[config.mk]
export PLATFORM = sky130hd
export DESIGN_NAME = stream_delay_queue
export DESIGN_NICKNAME = d
export VERILOG_FILES = /design/src/rtl/stream_delay_queue.sv
export SDC_FILE = /design/constraint.sdc
export NUM_CORES = 1
export LEC_CHECK = 0
export CORE_UTILIZATION = 35
export CTS_BUF_LIST = sky130_fd_sc_hd__clkbuf_4 sky130_fd_sc_hd__clkbuf_8
export CTS_CLUSTER_SIZE = 14
export DETAILED_ROUTE_END_ITERATION = 10
export PLACE_DENSITY_LB_ADDON = 0.25
export SLEW_MARGIN = 20
export SYNTH_ARGS = -nofsm -noshare
export SYNTH_HDL_FRONTEND = slang
export SYNTH_SLANG_ARGS = --single-unit
[constraint.sdc]
create_clock -name clk_i -period 6.65 [get_ports clk_i]
set_input_delay 0.9975 -clock clk_i [delete_from_list [all_inputs] [get_ports clk_i]]
set_output_delay 0.9975 -clock clk_i [all_outputs]
set_load 0.05 [all_outputs]
[src/rtl/stream_delay_queue.sv]
`default_nettype none
// ============================================================================
// Module      : stream_delay_queue
// Description : Stream delay element. Holds up to Depth beats. Each beat gets
//               its own release delay, loaded into a per-entry down-counter at
//               push time. The delays of beats in flight therefore overlap.
//               The head beat is offered when its counter reaches zero. Beats
//               leave in the order they arrived. A delay is either a runtime
//               fixed value or a 16-bit Galois LFSR value ANDed with a mask.
// Revision    : 1.0 - initial release
// ----------------------------------------------------------------------------
// Parameters
//   payload_t   payload type, carried unmodified
//   Depth       number of buffer entries (>= 1, any value)
//   DelayWidth  width of the delay value and of the entry counters (1..16)
//   LfsrSeed    LFSR reset value (non-zero)
// Ports
//   clk_i          clock
//   rst_ni         asynchronous reset, active-low
//   flush_i        synchronous drop of all buffered beats
//   rand_en_i      1: LFSR-based delay, 0: fixed_delay_i
//   fixed_delay_i  delay used in fixed mode
//   rand_mask_i    mask applied to the LFSR in random mode
//   payload_i      input payload
//   valid_i        input valid
//   ready_o        input ready (depends only on the fill level)
//   payload_o      output payload (head entry)
//   valid_o        output valid
//   ready_i        output ready
//   usage_o        number of occupied entries (0..Depth)
// ============================================================================
module stream_delay_queue #(
    parameter type         payload_t  = logic,
    parameter int unsigned Depth      = 4,
    parameter int unsigned DelayWidth = 4,
    parameter logic [15:0] LfsrSeed   = 16'hACE1
) (
    input  logic                       clk_i,
    input  logic                       rst_ni,
    input  logic                       flush_i,
    input  logic                       rand_en_i,
    input  logic [DelayWidth-1:0]      fixed_delay_i,
    input  logic [DelayWidth-1:0]      rand_mask_i,
    input  payload_t                   payload_i,
    input  logic                       valid_i,
    output logic                       ready_o,
    output payload_t                   payload_o,
    output logic                       valid_o,
    input  logic                       ready_i,
    output logic [$clog2(Depth+1)-1:0] usage_o
);

    // ------------------------------------------------------------------------
    // Constants
    // ------------------------------------------------------------------------
    localparam int unsigned c_PTR_W   = (Depth > 1) ? $clog2(Depth) : 1;
    localparam int unsigned c_USAGE_W = $clog2(Depth + 1);
    localparam logic [c_PTR_W-1:0]   c_LAST_PTR = c_PTR_W'(Depth - 1);
    localparam logic [c_USAGE_W-1:0] c_FULL     = c_USAGE_W'(Depth);
    // Right-shifting Galois form of x^16 + x^14 + x^13 + x^11.
    localparam logic [15:0] c_LFSR_TAPS = 16'hB400;

    // ------------------------------------------------------------------------
    // State
    // ------------------------------------------------------------------------
    logic [c_PTR_W-1:0]    r_wr_ptr;
    logic [c_PTR_W-1:0]    r_rd_ptr;
    logic [c_USAGE_W-1:0]  r_usage;
    logic [15:0]           r_lfsr;
    payload_t              r_payload [Depth];
    logic [DelayWidth-1:0] r_cnt     [Depth];

    // ------------------------------------------------------------------------
    // Combinational control
    // ------------------------------------------------------------------------
    logic                  w_full;
    logic                  w_empty;
    logic                  w_push;
    logic                  w_pop;
    logic                  w_pop_eff;
    logic [DelayWidth-1:0] w_delay;
    logic [15:0]           w_lfsr_next;
    logic [c_PTR_W-1:0]    w_wr_ptr_next;
    logic [c_PTR_W-1:0]    w_rd_ptr_next;

    assign w_full  = (r_usage == c_FULL);
    assign w_empty = (r_usage == '0);

    // ready_o is a pure function of the fill level; a slot freed by a pop
    // becomes visible one cycle later, which keeps ready_i out of this path.
    assign ready_o = !w_full;

    // Only an occupied head whose counter has run out is offered. The
    // counter cannot rise again while the beat sits at the head, so valid_o
    // and payload_o hold until the beat is taken (or flushed).
    assign valid_o   = !w_empty && (r_cnt[r_rd_ptr] == '0);
    assign payload_o = r_payload[r_rd_ptr];
    assign usage_o   = r_usage;

    // A push coinciding with flush is dropped and does not count as a push,
    // so it neither stores a beat nor advances the LFSR. A pop in the flush
    // cycle is a real transfer for the sink; the flush clears the buffer.
    assign w_push    = valid_i && ready_o && !flush_i;
    assign w_pop     = valid_o && ready_i;
    assign w_pop_eff = w_pop && !flush_i;

    // Delay is captured only at push; later config changes leave stored
    // beats untouched.
    assign w_delay = rand_en_i ? (r_lfsr[DelayWidth-1:0] & rand_mask_i)
                               : fixed_delay_i;

    assign w_lfsr_next = {1'b0, r_lfsr[15:1]} ^ (r_lfsr[0] ? c_LFSR_TAPS : 16'h0000);

    // Explicit wrap so non-power-of-two depths work.
    assign w_wr_ptr_next = (r_wr_ptr == c_LAST_PTR) ? '0 : r_wr_ptr + c_PTR_W'(1);
    assign w_rd_ptr_next = (r_rd_ptr == c_LAST_PTR) ? '0 : r_rd_ptr + c_PTR_W'(1);

    // ------------------------------------------------------------------------
    // Pointers, fill level and LFSR
    // ------------------------------------------------------------------------
    always_ff @(posedge clk_i or negedge rst_ni) begin
        if (!rst_ni) begin
            r_wr_ptr <= '0;
            r_rd_ptr <= '0;
            r_usage  <= '0;
            r_lfsr   <= LfsrSeed;
        end else begin
            if (flush_i) begin
                r_wr_ptr <= '0;
                r_rd_ptr <= '0;
                r_usage  <= '0;
            end else begin
                if (w_push) begin
                    r_wr_ptr <= w_wr_ptr_next;
                end
                if (w_pop_eff) begin
                    r_rd_ptr <= w_rd_ptr_next;
                end
                case ({w_push, w_pop_eff})
                    2'b10:   r_usage <= r_usage + c_USAGE_W'(1);
                    2'b01:   r_usage <= r_usage - c_USAGE_W'(1);
                    default: r_usage <= r_usage;
                endcase
            end
            // The LFSR is not reseeded by flush; it moves once per push.
            if (w_push) begin
                r_lfsr <= w_lfsr_next;
            end
        end
    end

    // ------------------------------------------------------------------------
    // Per-entry payload storage and release counters
    // ------------------------------------------------------------------------
    // Every entry with a non-zero counter counts down each cycle, whether or
    // not it is at the head, so delays of queued beats run concurrently.
    // Free entries always hold 0 (cleared by reset/flush, or already expired
    // when popped), so counting them down is harmless.
    for (genvar i = 0; i < int'(Depth); i++) begin : g_entry
        always_ff @(posedge clk_i or negedge rst_ni) begin
            if (!rst_ni) begin
                r_payload[i] <= '0;
                r_cnt[i]     <= '0;
            end else if (flush_i) begin
                r_cnt[i]     <= '0;
            end else if (w_push && (r_wr_ptr == c_PTR_W'(i))) begin
                r_payload[i] <= payload_i;
                r_cnt[i]     <= w_delay;
            end else if (r_cnt[i] != '0) begin
                r_cnt[i]     <= r_cnt[i] - DelayWidth'(1);
            end
        end
    end

    // ------------------------------------------------------------------------
    // Assertions
    // ------------------------------------------------------------------------
`ifndef SYNTHESIS
    localparam bit c_PARAMS_OK = (DelayWidth >= 1) && (DelayWidth <= 16) &&
                                 (Depth >= 1) && (LfsrSeed != 16'h0000);

    a_params_ok : assert property (@(posedge clk_i) c_PARAMS_OK)
        else $error("stream_delay_queue: illegal parameter set");

    a_no_push_full : assert property (@(posedge clk_i) disable iff (!rst_ni)
        w_push |-> !w_full)
        else $error("stream_delay_queue: push while full");

    a_no_pop_empty : assert property (@(posedge clk_i) disable iff (!rst_ni)
        w_pop |-> !w_empty)
        else $error("stream_delay_queue: pop while empty");

    a_out_stable : assert property (@(posedge clk_i) disable iff (!rst_ni)
        (valid_o && !ready_i && !flush_i) |=> (valid_o && $stable(payload_o)))
        else $error("stream_delay_queue: output changed while stalled");
`endif

endmodule
`default_nettype wire

; After elaboration in Yosys (flattened, before gate mapping)
; Cells that the tools add are included.
[totals]
inputBits = 15
word_cells = 90
register_bits = 43
[classes]
bitwise = 4
n_reduce_logical = 30
eq_ne = 7
order_cmp = 1
n_addsub = 8
muxes = 28
[ops]
columns = operator, count
row1 = two-way mux 4 bit, 15
row2 = two-way mux 16 bit, 1
row3 = nonzero test 4 bit, 4
row4 = subtractor 4 x 1 -> 4 bit (second input constant), 4
row5 = XOR 15 x 16 -> 16 bit, 1
row6 = nonzero test 3 bit, 5
row7 = two-way mux 2 bit, 6
row8 = logical AND 1 bit, 9
row9 = binary-select mux 4 bit (select 2 bit), 1
row10 = == test 2 bit (second input constant), 4
row11 = AND reduction 2 bit, 4
row12 = case mux 3 bit (2 select lines), 1
row13 = adder 2 x 1 -> 2 bit (second input constant), 2
row14 = bitwise AND 4 bit, 1
row15 = == test 2 x 1 -> 1 bit (second input constant), 2
row16 = zero test 4 bit, 1
row17 = nonzero test 2 bit, 2
row18 = adder 3 x 1 -> 3 bit (second input constant), 1
row19 = == test 3 bit (second input constant), 1
row20 = greater-or-equal comparator 3 bit (second input constant), 1
row21 = zero test 1 bit, 3
row22 = zero test 3 bit, 1
row23 = two-way mux 3 bit, 1
row24 = NOT 2 -> 3 bit, 1
row25 = 5 further kinds, 6

; Longest topological paths before layout
; Gate-level depths: netlist of run 1.
[logic_depth]
word_depth = 11
mapped_depth = 8
mapped_depth_nobuf = 8

; Worst setup path after synthesis of run 1
; Ideal clock, no wire load.
[synth_timing]
path_type = register -> output
from = register r_cnt[2] (netlist name)
to = output port valid_o
required_ps = 5653
arrival_ps = 2100
path_stages_with_launch = 4
slack_ps = 3552
cell_sequence = dfrtp_1 > nor3_1 > a32oi_1 > a211oi_1
[synth_between]
elab_chain_len = 5
[synth_lines]
columns = item, line_no
row1 = start: declaration, 71  ; logic [DelayWidth-1:0] r_cnt [Depth];
row2 = start signal: indexed assignment, 168  ; r_cnt[i] <= w_delay;
row3 = start signal: indexed assignment, 170  ; r_cnt[i] <= r_cnt[i] - DelayWidth'(1);
row4 = binary-select mux 4 bit (select 2 bit), 96  ; assign valid_o = !w_empty && (r_cnt[r_rd_ptr] == '0);
row5 = two-way mux 4 bit (not written as such) (2 in a row), 96
row6 = zero test 4 bit, 96
row7 = logical AND 1 bit, 96
row8 = end: declaration, 48  ; output logic valid_o,
; No other way between the ends. The select of a mux whose other input is x is not followed.

; Final worst setup path of run 1
[layout_timing]
from = register r_cnt[0] (netlist name)
to = output port valid_o
; The elaborated chain is that of the path after synthesis.

==> results of run 1 <==
-- report_power, final --
| part | switching (mW) | internal, mW |
|---|---|---|
| Clock | 0.0890 | 0.0775 |
| Sequential | 0.0996 | 0.391 |
| Combinational | 0.296 | 0.267 |
-- routing by layer --
metal	GRT usage	vias up
li1	-	861
met1	0.196	836
met2	0.225	39
met3	0.0452	4
met4	0.0401	0
met5	0	-
-- placed cells by master, fill, tap and decap left out, types with 3 or more instances in the layout --
| cell type | count |
|---|---|
| sky130_fd_sc_hd__nand2_1 | 6 |
| sky130_fd_sc_hd__xnor2_1 | 9 |
| sky130_fd_sc_hd__nand3_1 | 15 |
| sky130_fd_sc_hd__nor2b_1 | 3 |
| sky130_fd_sc_hd__dfrtp_1 | 35 |
| sky130_fd_sc_hd__o21ai_0 | 9 |
| sky130_fd_sc_hd__nor3_1 | 6 |
| sky130_fd_sc_hd__a31oi_1 | 3 |
| sky130_fd_sc_hd__nor2_1 | 28 |
| sky130_fd_sc_hd__clkbuf_8 | 5 |
| sky130_fd_sc_hd__nand4_1 | 4 |
| sky130_fd_sc_hd__a32oi_1 | 5 |
| sky130_fd_sc_hd__mux2_2 | 19 |
| sky130_fd_sc_hd__a21oi_1 | 16 |
| sky130_fd_sc_hd__mux2i_1 | 5 |
| sky130_fd_sc_hd__inv_1 | 18 |
| sky130_fd_sc_hd__ha_1 | 9 |
| sky130_fd_sc_hd__a211oi_1 | 3 |
| sky130_fd_sc_hd__clkdlybuf4s50_1 | 19 |
| sky130_fd_sc_hd__dfstp_2 | 8 |
| sky130_fd_sc_hd__nor4b_1 | 3 |
-- final cells by class --
class	count	area share
inverter	18	0.0247
clock inverter	2	0.00457
sequential	43	0.396
timing repair buffer	23	0.0840
multi-input combinational	161	0.427
tap	77	0.0352
clock buffer	6	0.0279
-- registers in the layout (all words and copies together) (netlist names) --
| signal | flops |
|---|---|
| r_rd_ptr | 2 |
| usage_o | 3 |
| r_cnt | 16 |
| r_payload | 4 |
| r_wr_ptr | 2 |
| r_lfsr | 16 |
-- cell families (layout without fill, tap and decap cells) --
| family | after synthesis | in the layout | synth area share |
|---|---|---|---|
| and+or+nand+nor | 72 | 72 | 0.150 |
| AOI/OAI and AO/OA | 43 | 43 | 0.124 |
| DFF | 43 | 43 | 0.455 |
| buffers and inverters | 29 | 49 | 0.0550 |
| muxes | 25 | 25 | 0.120 |
| xor gates and xnor gates | 11 | 11 | 0.0403 |
| adders and majority gates | 10 | 10 | 0.0555 |
-- final timing paths --
kind,from,to,slack (ps)
max in group asynchronous,rst_ni,r_lfsr[0],5530
max,r_cnt[0],valid_o,3260
min in group asynchronous,rst_ni,usage_o[2],580
max reg2reg,r_cnt[0],usage_o[2],3910
min,r_payload[2],r_payload[2],510
min reg2reg,r_payload[2],r_payload[2],510
-- critical path: cells and delay by family, from the launching register on --
kind            cells  cell delay, ps
buf+inv             1             830
compound gates      2             540
flops               1             420
simple gates        1             300
-- stage by stage --
step	cells	setup slack [ps]
floorplan	233	3550
global placement	321	3350
detailed placement	321	3310
CTS	329	3240
global route	330	3030
finish	330	3260
==> impl_metrics.json, run 1 <==
{
  "run_status": "complete, but fails checks",
  "failed_checks": "design-rule violations",
  "floorplan.initialDensity": 0.370,
  "placement.cell_area_um2": 2630,
  "static-leakage-power_nw": 1.14,
  "power_density_nw_per_um2": 445,
  "routedWlPerCell_um": 14.0,
  "highest-signal-layer": "met4",
  "detailed_place_hpwl_um": 3250,
  "yosys-top-cells-area": "sky130_fd_sc_hd__dfrtp_1 (37%), sky130_fd_sc_hd__mux2_2 (9.0%), sky130_fd_sc_hd__dfstp_2 (8.8%)",
  "clock.fmax_ghz": 0.295,
  "gpl.final_weighted_congestion": 0.690,
  "tritoncts.num_buffers": 5,
  "tritoncts_clock_tree": "built",
  "worstSkewPairLatency_ps": 290,
  "period_needed_ps": 3390,
  "worstPathArrival_ps": 2390,
  "design_area_um2": 2740,
  "synth_cell_type_count": 41,
  "portBuffers": 20,
  "area_of_all_sequential_standard_cells_um2": 1090,
  "synth_cells": 233,
  "synth_edf_count": 0,
  "clock_sink_count": 43,
  "timing_worst_setup_path_type": "reg -> out",
  "layout_worst_path_cycle_share": 0.509,
  "grt_start_max_net_pins": 44,
  "synth_top_area_share": 0.367,
  "dieArea_um2": 7160,
  "worst_hold_path.num_cells": 1,
  "critical_path_peak_fanout": 4,
  "ys_warn_count": 0,
  "timing_max_transition_violations_final": 0,
  "relSlewSlack": 0.362,
  "clockBufferDepth": 2,
  "gr-total-overflow": 0,
  "routed_wirelength_um": 4630,
  "drc": 3,
  "dr.pass1.iters": 8,
  "die_height_um": 84.6,
  "synth_seq_cells": 43,
  "yosys.cell_count.top_type": "sky130_fd_sc_hd__dfrtp_1",
  "power.total_mw": 1.22,
  "synth_area_um2": 2390,
  "grt_pass1_wl_um": 8020,
  "drt_iter0_markers": 139,
  "placementRows": 29,
  "clkTransAtPathRegs_ps": 80,
  "crit_path_cell_trace": "nor3_1 > a32oi_1 > a211oi_1 > clkdlybuf4s50_1",
  "start_kind": "flop",
  "cell_type_with_the_highest_aggregate_area_in_the_netlist": "sky130_fd_sc_hd__dfrtp_1",
  "clockRootBuffer": "sky130_fd_sc_hd__clkbuf_8",
  "worst_setup_path_end_kind": "output port",
  "cts_hold_buf": 0,
  "final_core_utilization": 0.424,
  "slowest_delay_ps": 830,
  "timing.critical_path.slowest_stage_cell": "sky130_fd_sc_hd__clkdlybuf4s50_1",
  "multiInputGateArea_um2": 1170,
  "initial_antenna_violation_count": 0,
  "syn_avg_cell_area_um2": 10.3,
  "filler_cell_count": 640,
  "area_of_the_core_region_um2": 6460,
  "grt_pass1_vias": 1694,
  "timing.final.hold_violations": 0,
  "min_path_type": "reg -> reg",
  "synth_async_sr_flop_share": 1.00,
  "wl_met3_um": 189,
  "vias": 1740,
  "num_antenna_cells": 0,
  "postCtsResizedCells": 0,
  "synthesis.nets": 258,
  "die_width_um": 84.6,
  "skew_ps": 7.19,
  "cts_htree_levels": 2,
  "timing.final.setup_violations": 0,
  "wl_met1_um": 2260,
  "ys_top_cells_by_count": "sky130_fd_sc_hd__dfrtp_1 (35), sky130_fd_sc_hd__nor2_1 (28), sky130_fd_sc_hd__mux2_2 (19)",
  "ant_nets": 0,
  "postCtsSetupRepairBufs": 0,
  "met2WireLength_um": 2140,
  "ioPinCount": 21,
  "finalSetupTns_ps": 0,
  "postSynth.topFlopCell": "sky130_fd_sc_hd__dfrtp_1",
  "tightestPinTransition_ps": 943,
  "detail_route.vias_per_cell": 5.27,
  "grt_setup_unrepaired": "false",
  "final.hold.worst_slack_ps": 509,
  "grtUsageTotal": 0.145,
  "drv_cap": 0,
  "yosysSeqAreaShare": 0.455,
  "nNetsFinal": 277,
  "ir_worst_vdd_mv": 0.204,
  "required_time_at_the_endpoint_of_the_critical_path_ps": 5650,
  "area.growth.synth_to_final_pct": 14.7,
  "reg2regPathDepth": 8,
  "layout-drive-gt1-share": 0.182
}
Note: power is estimated with default switching activity, not from simulation.
==> inputs of run 2 (changes only) <==
Clock period 6.65 ns to 2.9 ns, I/O delays scaled along.
==> run 2 against run 1 <==
  * The run now ends clean
  * Combinational power increased by 130%
  * Count of clock-buffer cells in the layout unchanged
  * Sequential cell count unchanged
  * Design area rose by 1.6%
  * Register-to-register slack worse by 3500 ps
  * First-iteration DRC count is 30% lower
  * Sequential share of layout area shrank 0.61 points
  * Sequential power up 130%
  * Clock skew up 5.5 ps
  * Critical path type unchanged
==> impl_metrics.json, run 2 (synthesized netlist as in run 1, its figures left out) <==
{
  "gr-total-overflow": 0,
  "power_density_nw_per_um2": 1020,
  "critical_path.top_delay_family": "buffers and inverters",
  "mostFrequentLayoutCell": "sky130_fd_sc_hd__dfrtp_1",
  "timing.final.hold_violations": 0,
  "grt_start_max_net_pins": 44,
  "postCtsSetupRepairBufs": 0,
  "num_antenna_cells": 0,
  "dr.pass1.iters": 7,
  "grt_setup_unrepaired": "false",
  "ioPinCount": 21,
  "reg2regPathDepth": 8,
  "initial_antenna_violation_count": 0,
  "timing_max_transition_violations_final": 0,
  "grt_pass1_wl_um": 8150,
  "clockRootBuffer": "sky130_fd_sc_hd__clkbuf_8",
  "worstPathBufferInverterCount": 1,
  "area_of_the_core_region_um2": 6460,
  "worst_r2r_startpoint": "r_cnt[2]",
  "worst_setup_path_end_kind": "output port",
  "ir_worst_vdd_mv": 0.466,
  "gpl.final_weighted_congestion": 0.863,
  "reg.largest.list": "r_cnt (16), r_lfsr (16), r_payload (4)",
  "clockBufferDepth": 2,
  "critical_path_peak_fanout": 10,
  "drc": 0,
  "reg2reg_setup_slack_ps": 390,
  "required_time_at_the_endpoint_of_the_critical_path_ps": 2470,
  "grt_util_met1": 0.195,
  "skew_ps": 12.7,
  "tightestPinTransition_ps": 676,
  "drt_iter0_markers": 97,
  "routed_wirelength_um": 4820,
  "mostFrequentLayoutCells": "sky130_fd_sc_hd__dfrtp_1 (35), sky130_fd_sc_hd__nor2_1 (28), sky130_fd_sc_hd__mux2_2 (19)",
  "drv_cap": 0,
  "worstSkewPairLatency_ps": 300,
  "layout_worst_path_cycle_share": 0.881,
  "filler_cell_count": 615,
  "run_status": "finished clean",
  "finalSetupTns_ps": 0,
  "place_inst": 327,
  "grt_pass1_vias": 1746,
  "worstPathArrival_ps": 2120,
  "grt_util_met2": 0.233,
  "placementRows": 29,
  "portBuffers": 20,
  "die_width_um": 84.6,
  "clock.fmax_ghz": 0.391,
  "die_height_um": 84.6,
  "top_usage_layer": "met2",
  "min_path_type": "in -> async",
  "period_needed_ps": 2550,
  "layout-drive-gt1-share": 0.198,
  "floorplan.initialDensity": 0.370,
  "area.growth.synth_to_final_pct": 16.5,
  "detailed_place_hpwl_um": 3450,
  "detail_route.vias_per_cell": 5.33,
  "nNetsFinal": 282,
  "rr_endpoint": "usage_o[2]",
  "start_kind": "flop",
  "cts_htree_levels": 2,
  "tritoncts.num_buffers": 5,
  "crit_path_cell_trace": "or3b_2 > clkdlybuf4s50_1",
  "relSlewSlack": 0.544,
  "vias": 1786,
  "timing.final.setup_violations": 0,
  "clock_sink_count": 43,
  "dieArea_um2": 7160,
  "routedWlPerCell_um": 14.4,
  "slowest_delay_ps": 750,
  "grtUsageTotal": 0.145,
  "finish.cell_count_without_fillers": 335,
  "timing.critical_path.slowest_stage_cell": "sky130_fd_sc_hd__clkdlybuf4s50_1",
  "clkTransAtPathRegs_ps": 90,
  "timing_worst_setup_path_type": "reg -> out",
  "grtUsageMet3": 0.0295,
  "tritoncts_clock_tree": "built",
  "ant_nets": 0,
  "static-leakage-power_nw": 1.18
}
==> run 2: area by class of cell <==
cell class              instances  area, um^2  share of cell area
inverters                      18        67.6              0.0243
clock buffers                   6        76.3              0.0274
repair buffers                 28         273              0.0980
clock inverters                 2        12.5             0.00450
well taps                      77        96.3              0.0346
multi-input cells             161        1170               0.421
flip-flops and latches         43        1090               0.390
==> run 2: timing repair <==
action                     CTS  global route
setup endpoints to repair    0             1
hold buffers                 0             0
resized for setup            0             1
==> run 2: worst max-delay path by stage <==
stage,startpoint,to,slack [ps],cells after the start
floorplan,usage_o[0],usage_o[2],350,8
global placement,r_cnt[2],valid_o,400,4
detailed placement,r_cnt[2],valid_o,360,4
CTS,r_cnt[2],valid_o,20,4
global route,r_cnt[2],usage_o[2],270,8
finish,usage_o[0],ready_o,350,2
==> run 2: power by group <==
part | switching (mW) | leakage (nW) | total, mW | internal [mW]
Combinational | 0.682 | 0.610 | 1.32 | 0.643
Sequential | 0.232 | 0.526 | 1.13 | 0.895
Clock | 0.212 | 0.0446 | 0.390 | 0.178
==> run 2: through the flow <==
| step | power (mW) | worst slack (ps) | util | cell area [um^2] | hold WS (ps) |
|---|---|---|---|---|---|
| after floorplan | 2.12 | 350 | - | 2390 | 139 |
| after global placement | 2.45 | 396 | 0.416 | 2690 | 485 |
| after detailed placement | 2.47 | 361 | 0.416 | 2690 | 492 |
| after CTS | 2.87 | 23.9 | 0.430 | 2780 | 328 |
| after global routing | 3.06 | 267 | 0.431 | 2780 | 167 |
| final | 2.84 | 345 | 0.431 | 2780 | 118 |
==> run 2: metal layers <==
| metal | share of wire | routed length, um |
|---|---|---|
| met2 | 0.46 | 2220 |
| met1 | 0.49 | 2350 |
| met4 | 0.015 | 74 |
| met5 | 0 | 0 |
| met3 | 0.037 | 177 |
